**config.mk**
```make
export PLATFORM = sky130hd
export DESIGN_NAME = weight_fifo_array
export DESIGN_NICKNAME = d
export VERILOG_FILES = /design/src/rtl/weight_fifo_array.sv
export SDC_FILE = /design/constraint.sdc
export NUM_CORES = 1
export LEC_CHECK = 0
export BUFFER_PORTS_ARGS = -buffer_cell sky130_fd_sc_hd__buf_2
export CORE_MARGIN = 4
export CORE_UTILIZATION = 50
export DETAILED_ROUTE_END_ITERATION = 8
export GPL_ROUTABILITY_DRIVEN = 1
export PLACE_DENSITY = 0.74
export SLEW_MARGIN = 30
export SYNTH_ARGS = -nofsm -noshare
export SYNTH_HDL_FRONTEND = slang
export SYNTH_SLANG_ARGS = --single-unit
```
**constraint.sdc**
```tcl
create_clock -name clk -period 2 [get_ports clk]
set_input_delay 0.3 -clock clk [delete_from_list [all_inputs] [get_ports clk]]
set_output_delay 0.3 -clock clk [all_outputs]
set_load 0.01 [all_outputs]
```
**src/rtl/weight_fifo_array.sv**
```systemverilog
// Weight staging buffer: one circular FIFO per column, filled from a shared write bus and
// drained by a common pop. Column k output is delayed through a k-stage skew chain.
module weight_fifo_array #(
    parameter int DATA_W   = 8,
    parameter int NUM_COLS = 2,
    parameter int DEPTH    = 4,
    localparam int CNT_W   = $clog2(DEPTH + 1)
) (
    input  logic                       clk,
    input  logic                       reset,
    input  logic [NUM_COLS-1:0]        push_en,
    input  logic [DATA_W-1:0]          data_in,
    input  logic                       pop,
    output logic [NUM_COLS*DATA_W-1:0] col_out,
    output logic [NUM_COLS-1:0]        col_valid,
    output logic [NUM_COLS*DATA_W-1:0] col_raw,
    output logic [NUM_COLS-1:0]        full,
    output logic [NUM_COLS-1:0]        empty,
    output logic [NUM_COLS*CNT_W-1:0]  count,
    output logic                       overflow,
    output logic                       underflow,
    input  logic                       clear_err
);

    localparam int PTR_W = $clog2(DEPTH);

    logic [NUM_COLS-1:0] push_drop;

    for (genvar k = 0; k < NUM_COLS; k++) begin : g_col
        logic [DATA_W-1:0] mem [DEPTH];
        logic [PTR_W-1:0]  wr_ptr;
        logic [PTR_W-1:0]  rd_ptr;
        logic [CNT_W-1:0]  cnt;
        logic [DATA_W-1:0] raw;
        logic              push_ok;
        logic              pop_ok;

        assign full[k]   = (cnt == CNT_W'(DEPTH));
        assign empty[k]  = (cnt == '0);
        // A full column can still take a push when the same-cycle pop frees a slot.
        assign push_ok   = push_en[k] && (!full[k] || (pop && !empty[k]));
        assign pop_ok    = pop && !empty[k];
        assign push_drop[k] = push_en[k] && !push_ok;
        assign raw       = empty[k] ? '0 : mem[rd_ptr];

        assign col_raw[k*DATA_W +: DATA_W] = raw;
        assign count[k*CNT_W +: CNT_W]     = cnt;

        always_ff @(posedge clk) begin
            if (push_ok)
                mem[wr_ptr] <= data_in;
        end

        always_ff @(posedge clk) begin
            if (reset) begin
                wr_ptr <= '0;
                rd_ptr <= '0;
                cnt    <= '0;
            end else begin
                if (push_ok)
                    wr_ptr <= wr_ptr + PTR_W'(1);
                if (pop_ok)
                    rd_ptr <= rd_ptr + PTR_W'(1);
                case ({push_ok, pop_ok})
                    2'b10:   cnt <= cnt + CNT_W'(1);
                    2'b01:   cnt <= cnt - CNT_W'(1);
                    default: cnt <= cnt;
                endcase
            end
        end

        if (k == 0) begin : g_noskew
            assign col_out[DATA_W-1:0] = raw;
            assign col_valid[0]        = !empty[0];
        end else begin : g_skew
            logic [DATA_W-1:0] sk_data [k];
            logic [k-1:0]      sk_valid;

            // Skew stages only advance on pop so the wavefront stays aligned with the drain.
            always_ff @(posedge clk) begin
                if (reset) begin
                    for (int j = 0; j < k; j++)
                        sk_data[j] <= '0;
                    sk_valid <= '0;
                end else if (pop) begin
                    sk_data[0]  <= raw;
                    sk_valid[0] <= !empty[k];
                    for (int j = 1; j < k; j++) begin
                        sk_data[j]  <= sk_data[j-1];
                        sk_valid[j] <= sk_valid[j-1];
                    end
                end
            end

            assign col_out[k*DATA_W +: DATA_W] = sk_data[k-1];
            assign col_valid[k]                = sk_valid[k-1];
        end
    end

    // Error flags are sticky; a new event in the clearing cycle keeps the flag set.
    always_ff @(posedge clk) begin
        if (reset) begin
            overflow  <= 1'b0;
            underflow <= 1'b0;
        end else begin
            overflow  <= (|push_drop) | (overflow & ~clear_err);
            underflow <= (pop & (|empty)) | (underflow & ~clear_err);
        end
    end

endmodule

```
==> reports/qor.txt, run 1 <==
status - finished, final reports clean
Pleak - 1.79 nW
clock-pin slew on the worst setup and hold paths - 0.09 ns
CTS tree - yes
fmax - 511 MHz
CTS buffer count - 9
slowest stage delay, CP - 0.52 ns
DRC viols - 0
via count - 2,282
r2r setup slk - 0.16 ns
Setup Skew - 0.00754 ns
Worst Reg-to-Reg Cells - 6
Critical Path RT - 1.70 ns
Final ANT Viol Nets - 0
1st-iter DRT viols - 152
Synth-to-Final Area Change - 16.7%
Gate Count Post-Synth - 275
GRT Total Usage - 15.1%
Die Span X - 97.7 microns
post-cts hold buffer count - 0
Root Buffer - clkbuf_8
Hold Path Depth - 3
drt total wl - 6.89 mm
Crit-path slowest cell - mux4_2
Slew @ Worst Pin - 0.446 ns
fraction of layout cells with a size suffix above 1 - 36.1%
post-layout total power - 4.50 mW
Die H - 97.7 microns
first-pass GRT wire length - 11.4 mm
Avg Inst Size Synth - 14.6 sq um
Seq cells post-synth - 93
crit path cell chain - buf_12 > mux4_2 > and2_4 > buf_2
worst slack, placed - 0.125 ns
mapped cell area - 4020 sq um
asr flop ratio synth - 0%
first drt pass iteration count - 4
hold path endpoint - overflow
worst flop-to-flop path endpoint - g_col[1].cnt[1]
min-delay src - clear_err
fin crit share - 97.8%
Final Non-Filler Cells - 434
Final Hold Vio Count - 0
final setup margin - 0.0432 ns
CP endpoint kind - primary output
CP arrival - 1.66 ns
CTS sink count - 93
final setup vio count - 0
Top FF cell, synth - edfxtp_1
maximum vdd drop - 0.434 mV
number of antenna violations at the first check in global routing - 0
Worst R2R Start - g_col[1].cnt[2]
Min-Delay Path Class - in2reg
Initial Utilization - 51.8%
worst skew pair latency - 0.36 ns
Post-synth EDFFs - 72
Port Buf Inserts - 59
Core Region - 7770 sq um
Ports - 60
placed cells - 418
CP Max Fanout - 8
total die area - 9540 sq um
sequential fraction of the synthesis area - 64.2%
Clock Path Buffers - 2
Setup crit start kind - register
critical path type - reg2out
Post-Syn Nets - 299
GP Congestion - 0.790
Site Rows - 32
dpl hpwl - 4.91 mm
Post-CTS Setup Bufs - 0
yosys warns - 0
nets@finish - 351
largest net degree at the start of global routing - 21
Netlist cell types - 38
Cell Pwr Density - 959 nW/um^2
Antenna Cells - 0
htree depth - 3
Tmin final - 1.96 ns
maxcap violations - 0
RSZ-0062 raised after global routing - true
drt via density - 5.26
Slew HR - 70.1%
grt ovf - 0
vias in the first global route - 2,246
WL/cell - 15.9 microns
max-slew violation count - 0
==> synth_stat cells, types with 2 or more instances <==
library cell	count	area, sq um
edfxtp_1	72	2160
and2_1	28	175
dfxtp_1	21	420
nor2_1	20	75.1
mux4_2	16	360
inv_1	15	56.3
buf_4	11	82.6
a21oi_1	10	50.1
ha_1	8	100
nand2_1	7	26.3
buf_2	6	30.0
nand2b_1	6	37.5
clkbuf_1	5	18.8
and3_1	4	25.0
nand3_1	4	20.0
nand3b_1	4	30.0
xor2_1	4	35.0
a211oi_1	3	22.5
o21ai_0	3	15.0
o22ai_1	3	18.8
a2111oi_0	2	17.5
a31oi_1	2	12.5
fa_1	2	40.0
o211ai_1	2	15.0
o22a_1	2	17.5
or3_4	2	22.5
xnor2_1	2	17.5
==> layout make-up <==
cell class,instances,area (sq um)
clock inverters,7,83.8
flip-flops and latches,93,2590
repair buffers,64,439
inverters,15,56.3
well taps,102,128
clock buffers,9,124
multi-input cells,144,1270
fillers,585,3080
==> worst max-delay path by stage <==
stage	from	to	slack, ns	cells past startpoint
finish	register	col_raw[5]	0.04	4
global route	register	col_raw[7]	-0.02	4
global placement	g_col[1].cnt[2]	g_col[1].cnt[1]	0.24	6
CTS	register	col_raw[8]	0.0003	4
detailed placement	g_col[1].cnt[2]	g_col[1].cnt[1]	0.12	6
floorplan	g_col[0].cnt[2]	g_col[0].cnt[1]	0.006	7
==> flip-flops by register name (all words and copies together), names as in the netlist, named ones only <==
signal / cells
underflow: 1
g_col.rd_ptr: 4
g_col.mem: 64
g_col.g_skew.sk_data: 8
g_col.wr_ptr: 4
overflow: 1
g_col.g_skew.sk_valid: 1
g_col.cnt: 6
==> kinds of logic (layout without fill, tap and decap cells) <==
logic type	after synthesis	count (layout)	synth area share (%)
AOI/OAI and AO/OA	32	32	5.48
muxes	17	17	9.21
adders and majority gates	10	10	3.49
xor gates and xnor gates	6	6	1.31
and+or+nand+nor	79	79	11.3
DFF	93	93	64.2
buffers and inverters	38	95	4.95
==> critical path, delay by kind of cell (launching register included) <==
kind	cells	cell delay, ns
AND/OR/NAND/NOR	1	0.16
flip-flops	1	0.35
buffers and inverters	2	0.26
multiplexers	1	0.52
==> where the power goes <==
part | internal [mW] | switching (mW) | leakage [nW]
sequential | 2.22 | 0.0752 | 0.850
clock | 0.599 | 0.696 | 0.107
combinational | 0.473 | 0.437 | 0.831
==> through the flow <==
| stage | TNS (ns) | util [%] | hold WS [ns] | instance area [sq um] |
|---|---|---|---|---|
| CTS | 0 | 58.9 | 0.185 | 4570 |
| floorplan | 0 | - | 0.399 | 4020 |
| global route | -0.0646 | 60.4 | 0.209 | 4690 |
| global placement | 0 | 55.8 | 0.433 | 4340 |
| detailed placement | 0 | 55.8 | 0.443 | 4340 |
| finish | 0 | 60.4 | 0.196 | 4690 |
==> cells in the final DEF, fill, tap and decap left out, types with 4 or more instances in the layout <==
| cell type | synthesis | layout |
|---|---|---|
| a21oi_1 | 10 | 10 |
| and2_1 | 28 | 15 |
| and2_4 | 1 | 14 |
| and3_1 | 4 | 4 |
| buf_2 | 6 | 46 |
| buf_6 | 1 | 13 |
| clkbuf_8 | 0 | 9 |
| dfxtp_1 | 21 | 17 |
| dfxtp_2 | 0 | 4 |
| edfxtp_1 | 72 | 72 |
| ha_1 | 8 | 8 |
| inv_1 | 15 | 15 |
| mux4_2 | 16 | 16 |
| nand2_1 | 7 | 7 |
| nand2b_1 | 6 | 6 |
| nand3_1 | 4 | 4 |
| nand3b_1 | 4 | 4 |
| nor2_1 | 20 | 20 |
| xor2_1 | 4 | 4 |
==> layer usage <==
layer  global-route usage (%)  routed length [microns]  vias to the layer above
met5                        0                        0                        -
li1                         -                        -                     1098
met1                     21.5                     3140                     1110
met3                     3.66                      359                       13
met4                     6.28                      136                        0
met2                     22.2                     3250                       61
==> repair_timing <==
| item | in CTS | in global routing |
|---|---|---|
| resized for setup | 10 | 26 |
| endpoints found under the setup margin | 24 | 26 |
| pin swaps | 3 | 12 |
Power figures use the tool's default switching activity.
==> inputs of run 2 (changes only) <==
- SETUP_SLACK_MARGIN: not set -> 0.05
==> run 2 against run 1 <==
  * Utilization is 0.29 points higher
  * First-iteration DRC count down 14%
  * Critical path type unchanged
  * Register-to-register slack gained 0.02 ns
  * Fmax about the same
  * Via count up 2.1%
  * Routed wire length up 3.7%
  * Global-route usage up 0.75 points
  * Sequential power about the same
  * Final cell count did not move
  * Sequential share of layout area is 0.21 points lower
  * Die area unchanged
==> reports/qor.txt, run 2 (synthesis results as in run 1) <==
maximum vdd drop - 0.424 mV
maxcap violations - 0
worst hold margin - 0.218 ns
1st-iter DRT viols - 131
CP arrival - 1.66 ns
Die Span X - 97.7 microns
via count - 2,329
Crit-path slowest cell - mux4_2
Pleak - 1.77 nW
vias in the first global route - 2,361
nets@finish - 351
Worst R2R Start - g_col[1].cnt[2]
post-cts hold buffer count - 0
Initial Utilization - 51.8%
critical path type - reg2out
worst path bufs/invs - 2
Final Non-Filler Cells - 434
Filler cells - 596
Placed Area - 4340 sq um
first drt pass iteration count - 4
dpl hpwl - 4.86 mm
Core Region - 7770 sq um
CTS tree - yes
largest net degree at the start of global routing - 21
Setup crit start kind - register
Cell Pwr Density - 937 nW/um^2
CTS sink count - 93
GRT Total Usage - 15.9%
min-delay src - clear_err
final setup margin - 0.0422 ns
DRC viols - 0
Tmin final - 1.96 ns
Util after Layout - 60.7%
post-layout instance area - 4710 sq um
status - finished, final reports clean
slowest stage delay, CP - 0.52 ns
Slew HR - 71.2%
CTS buffer count - 9
drt via density - 5.37
grt ovf - 0
CP Max Fanout - 8
crit path cell chain - buf_12 > mux4_2 > and2_4 > buf_6
final setup vio count - 0
Port Buf Inserts - 59
Slew @ Worst Pin - 0.431 ns
Synth-to-Final Area Change - 17.2%
Antenna Cells - 0
Root Buffer - clkbuf_8
Critical Path RT - 1.70 ns
Final ANT Viol Nets - 0
fraction of layout cells with a size suffix above 1 - 36.7%
commonest non-fill, non-tap cell in the layout - edfxtp_1
register with the most flip-flops - g_col.mem
WL/cell - 16.5 microns
Clock Path Buffers - 2
Die H - 97.7 microns
max-slew violation count - 0
htree depth - 3
number of antenna violations at the first check in global routing - 0
worst slack, placed - 0.0981 ns
total die area - 9540 sq um
Site Rows - 32
r2r setup slk - 0.18 ns
CP endpoint kind - primary output
clock-pin slew on the worst setup and hold paths - 0.09 ns
placed cells - 418
Setup Skew - 0.0148 ns
Min-Delay Path Class - in2reg
most frequent cells in the layout - edfxtp_1 (72), buf_2 (39), nor2_1 (20), buf_6 (20)
biggest regs - g_col.mem (64), g_col.g_skew.sk_data (8), g_col.cnt (6)
drt total wl - 7.15 mm
worst skew pair latency - 0.36 ns
RSZ-0062 raised after global routing - true
setup TNS - 0 ns
Final Hold Vio Count - 0
GP Congestion - 0.777
max FFs per register - 64
Ports - 60
Crit path max-delay family - multiplexers
first-pass GRT wire length - 11.9 mm
fin crit share - 97.9%
fmax - 511 MHz
post-layout total power - 4.42 mW
-- run 2: cell count changes in the layout (fill, tap and decap cells not counted), sizes merged --
cell      change
clkinv        -3
inv           +2
bufinv        -1
clkinvlp      +2
-- run 2: final timing paths --
| path | end | depth (start not counted) |
|---|---|---|
| hold / removal | overflow | 3 |
| setup reg to reg | g_col[1].cnt[1] | 6 |
| setup / recovery | col_out[3] | 4 |
| hold reg to reg | g_col[1].g_skew.sk_valid | 1 |
-- run 2: metal layers --
metal | track usage (%) | share of wire, % | vias up
li1 | - | - | 1103
met1 | 21.3 | 43 | 1145
met2 | 25.4 | 49 | 75
met3 | 3.59 | 6.8 | 6
met4 | 5.75 | 1.1 | 0
met5 | 0 | 0 | -
-- run 2: power by group --
| part | internal (mW) | switching [mW] |
|---|---|---|
| Sequential | 2.22 | 0.0762 |
| Combinational | 0.507 | 0.458 |
| Clock | 0.470 | 0.690 |
| Total | 3.19 | 1.22 |
-- run 2: tightest hold or removal path, delay by kind of cell --
family | cells | cell delay, ns
AOI/OAI and AO/OA | 1 | 0.05
buffers and inverters | 1 | 0.08
and+or+nand+nor | 1 | 0.09
-- run 2: repair_timing --
action,4_1_cts,5_1_grt
gates resized for setup,30,16
setup endpoints to repair,24,26
setup buffers,0,0
pin swaps,15,1
-- run 2: layout make-up --
class | count | area [sq um] | area share, %
Timing Repair Buffer | 64 | 483 | 10.2
Inverter | 15 | 56.3 | 1.19
Multi-Input combinational cell | 144 | 1270 | 27.1
Clock buffer | 9 | 124 | 2.63
Clock inverter | 7 | 56.3 | 1.19
Tap cell | 102 | 128 | 2.71
Sequential cell | 93 | 2590 | 55.0
==> inputs of run 3 (changes only) <==
- PLACE_DENSITY: 0.74 -> 0.82
==> run 3 against run 2 <==
  * Die area is the same
  * Fmax is 1.1% higher
  * Register-to-register slack about the same
  * Hold slack worse by 0.0060 ns
  * Power is 1.0% higher
  * Critical path depth did not move
  * First-iteration DRC count increased by 15%
  * Combinational power fell by 0.5%
  * Final area hardly changed
  * Clock power rose by 5%
  * Clock skew hardly changed
  * Via count fell by 0.73%
==> reports/qor.txt, run 3 (synthesis results as in run 1) <==
Die H - 97.7 microns
drt via density - 5.33
Initial Utilization - 51.8%
most frequent cells in the layout - edfxtp_1 (72), buf_2 (41), nor2_1 (20)
grt ovf - 0
worst hold margin - 0.212 ns
Slew HR - 70.9%
fin crit share - 96.8%
crit path cell chain - buf_12 > mux4_2 > and2_4 > buf_2
via count - 2,312
multi-input logic area - 1270 sq um
RSZ-0062 raised after global routing - true
worst skew pair latency - 0.36 ns
Port Buf Inserts - 59
Site Rows - 32
maximum vdd drop - 0.531 mV
dpl hpwl - 5.05 mm
maxcap violations - 0
Final Hold Vio Count - 0
Die Span X - 97.7 microns
setup TNS - 0 ns
Crit-path slowest cell - mux4_2
max-slew violation count - 0
Switching Share - 26.3%
Final ANT Viol Nets - 0
Core Region - 7770 sq um
critical path depth - 4
Synth-to-Final Area Change - 17.2%
WL/cell - 16.9 microns
Clock Path Buffers - 2
Ports - 60
Min-Delay Path Class - in2reg
post-layout total power - 4.46 mW
CTS buffer count - 9
htree depth - 3
Setup Skew - 0.0152 ns
CP Max Fanout - 8
Post-CTS Setup Bufs - 0
max FFs per register - 64
worst slack, placed - 0.163 ns
fraction of layout cells with a size suffix above 1 - 35.5%
Slew @ Worst Pin - 0.435 ns
Setup crit start kind - register
drt total wl - 7.32 mm
Crit path max-delay family - multiplexers
1st-iter DRT viols - 150
CTS tree - yes
Antenna Cells - 0
Placed Area - 4350 sq um
final setup vio count - 0
Cell Pwr Density - 947 nW/um^2
Filler cells - 596
commonest non-fill, non-tap cell in the layout - edfxtp_1
register with the most flip-flops - g_col.mem
nets@finish - 352
Logic pwr share - 21.5%
Tmin final - 1.94 ns
sequential share of power - 51.2%
first drt pass iteration count - 4
r2r setup slk - 0.19 ns
status - finished, final reports clean
final setup margin - 0.0634 ns
Reg area - 2590 sq um
CP arrival - 1.64 ns
post-cts hold buffer count - 0
biggest regs - g_col.mem (64), g_col.g_skew.sk_data (8), g_col.cnt (6)
largest net degree at the start of global routing - 21
DRC viols - 0
Clock Power Share - 27.3%
CP endpoint kind - primary output
worst path bufs/invs - 2
Pint - 3.29 mW
Critical Path End - col_raw[14]
CTS sink count - 93
GRT Total Usage - 15.6%
slowest stage delay, CP - 0.52 ns
Worst R2R Start - g_col[1].cnt[2]
Final Non-Filler Cells - 434
critical path type - reg2out
Root Buffer - clkbuf_8
Util after Layout - 60.6%
number of antenna violations at the first check in global routing - 0
GP Congestion - 0.790
placed cells - 419
first-pass GRT wire length - 11.7 mm
fmax - 516 MHz
Pleak - 1.79 nW
worst flop-to-flop path endpoint - g_col[1].cnt[1]
Critical Path RT - 1.70 ns
switching pwr - 1.17 mW
total die area - 9540 sq um
post-layout instance area - 4710 sq um
clock-pin slew on the worst setup and hold paths - 0.10 ns
Worst Reg-to-Reg Cells - 6
vias in the first global route - 2,297
[run 3: cell count changes in the layout (fill, tap and decap cells not counted), sizes merged]
cell      previous run  this run
clkbuf               9        10
inv                 19        16
clkinv               1         3
buf                 64        65
bufinv               0         1
clkinvlp             2         0
[run 3: layout make-up]
type | instances | share of cell area (%)
tap | 102 | 2.71
clock buffer | 10 | 2.71
clock inverter | 5 | 1.30
sequential | 93 | 54.9
timing repair buffer | 65 | 10.1
inverter | 15 | 1.20
multi-input combinational | 144 | 27.0
[run 3: worst reg2reg max path, stage by stage (launching register included)]
cell	delay (ns)
dfxtp_2	0.38
or3_4	0.39
nand3_1	0.12
fa_1	0.46
nand2_1	0.09
a21oi_1	0.07
a2111oi_2	0.20
[run 3: repair_timing]
item / 4_1_cts / 5_1_grt
endpoints found under the setup margin: 24 / 26
gates resized for setup: 21 / 19
pin swaps: 16 / 1
endpoints found under the hold margin: 0 / 0
[run 3: how the worst min path moves through the flow]
stage,endpoint,depth (start not counted),from
6_report,overflow,3,clear_err
5_1_grt,overflow,3,clear_err
4_1_cts,overflow,3,clear_err
3_5_place_dp,g_col[1].g_skew.sk_valid,1,g_col[1].g_skew.sk_valid
3_3_place_gp,g_col[1].g_skew.sk_valid,1,g_col[1].g_skew.sk_valid
2_1_floorplan,g_col[0].mem[0][0],0,data_in[0]
[run 3: routing by layer]
metal  routed length, microns  GRT usage [%]
met5                        0              0
met2                     3770           25.9
met4                       68           5.11
met3                      392           4.52
met1                     3090           19.9
[run 3: power groups by stage]
stage | combinational (mW) | sequential [mW] | clock [mW]
final | 0.960 | 2.28 | 1.22
after global routing | 1.05 | 2.30 | 1.33
after CTS | 0.876 | 2.28 | 1.24
after detailed placement | 0.796 | 2.32 | 0
after global placement | 0.774 | 2.31 | 0
after floorplan | 0.575 | 2.32 | 0
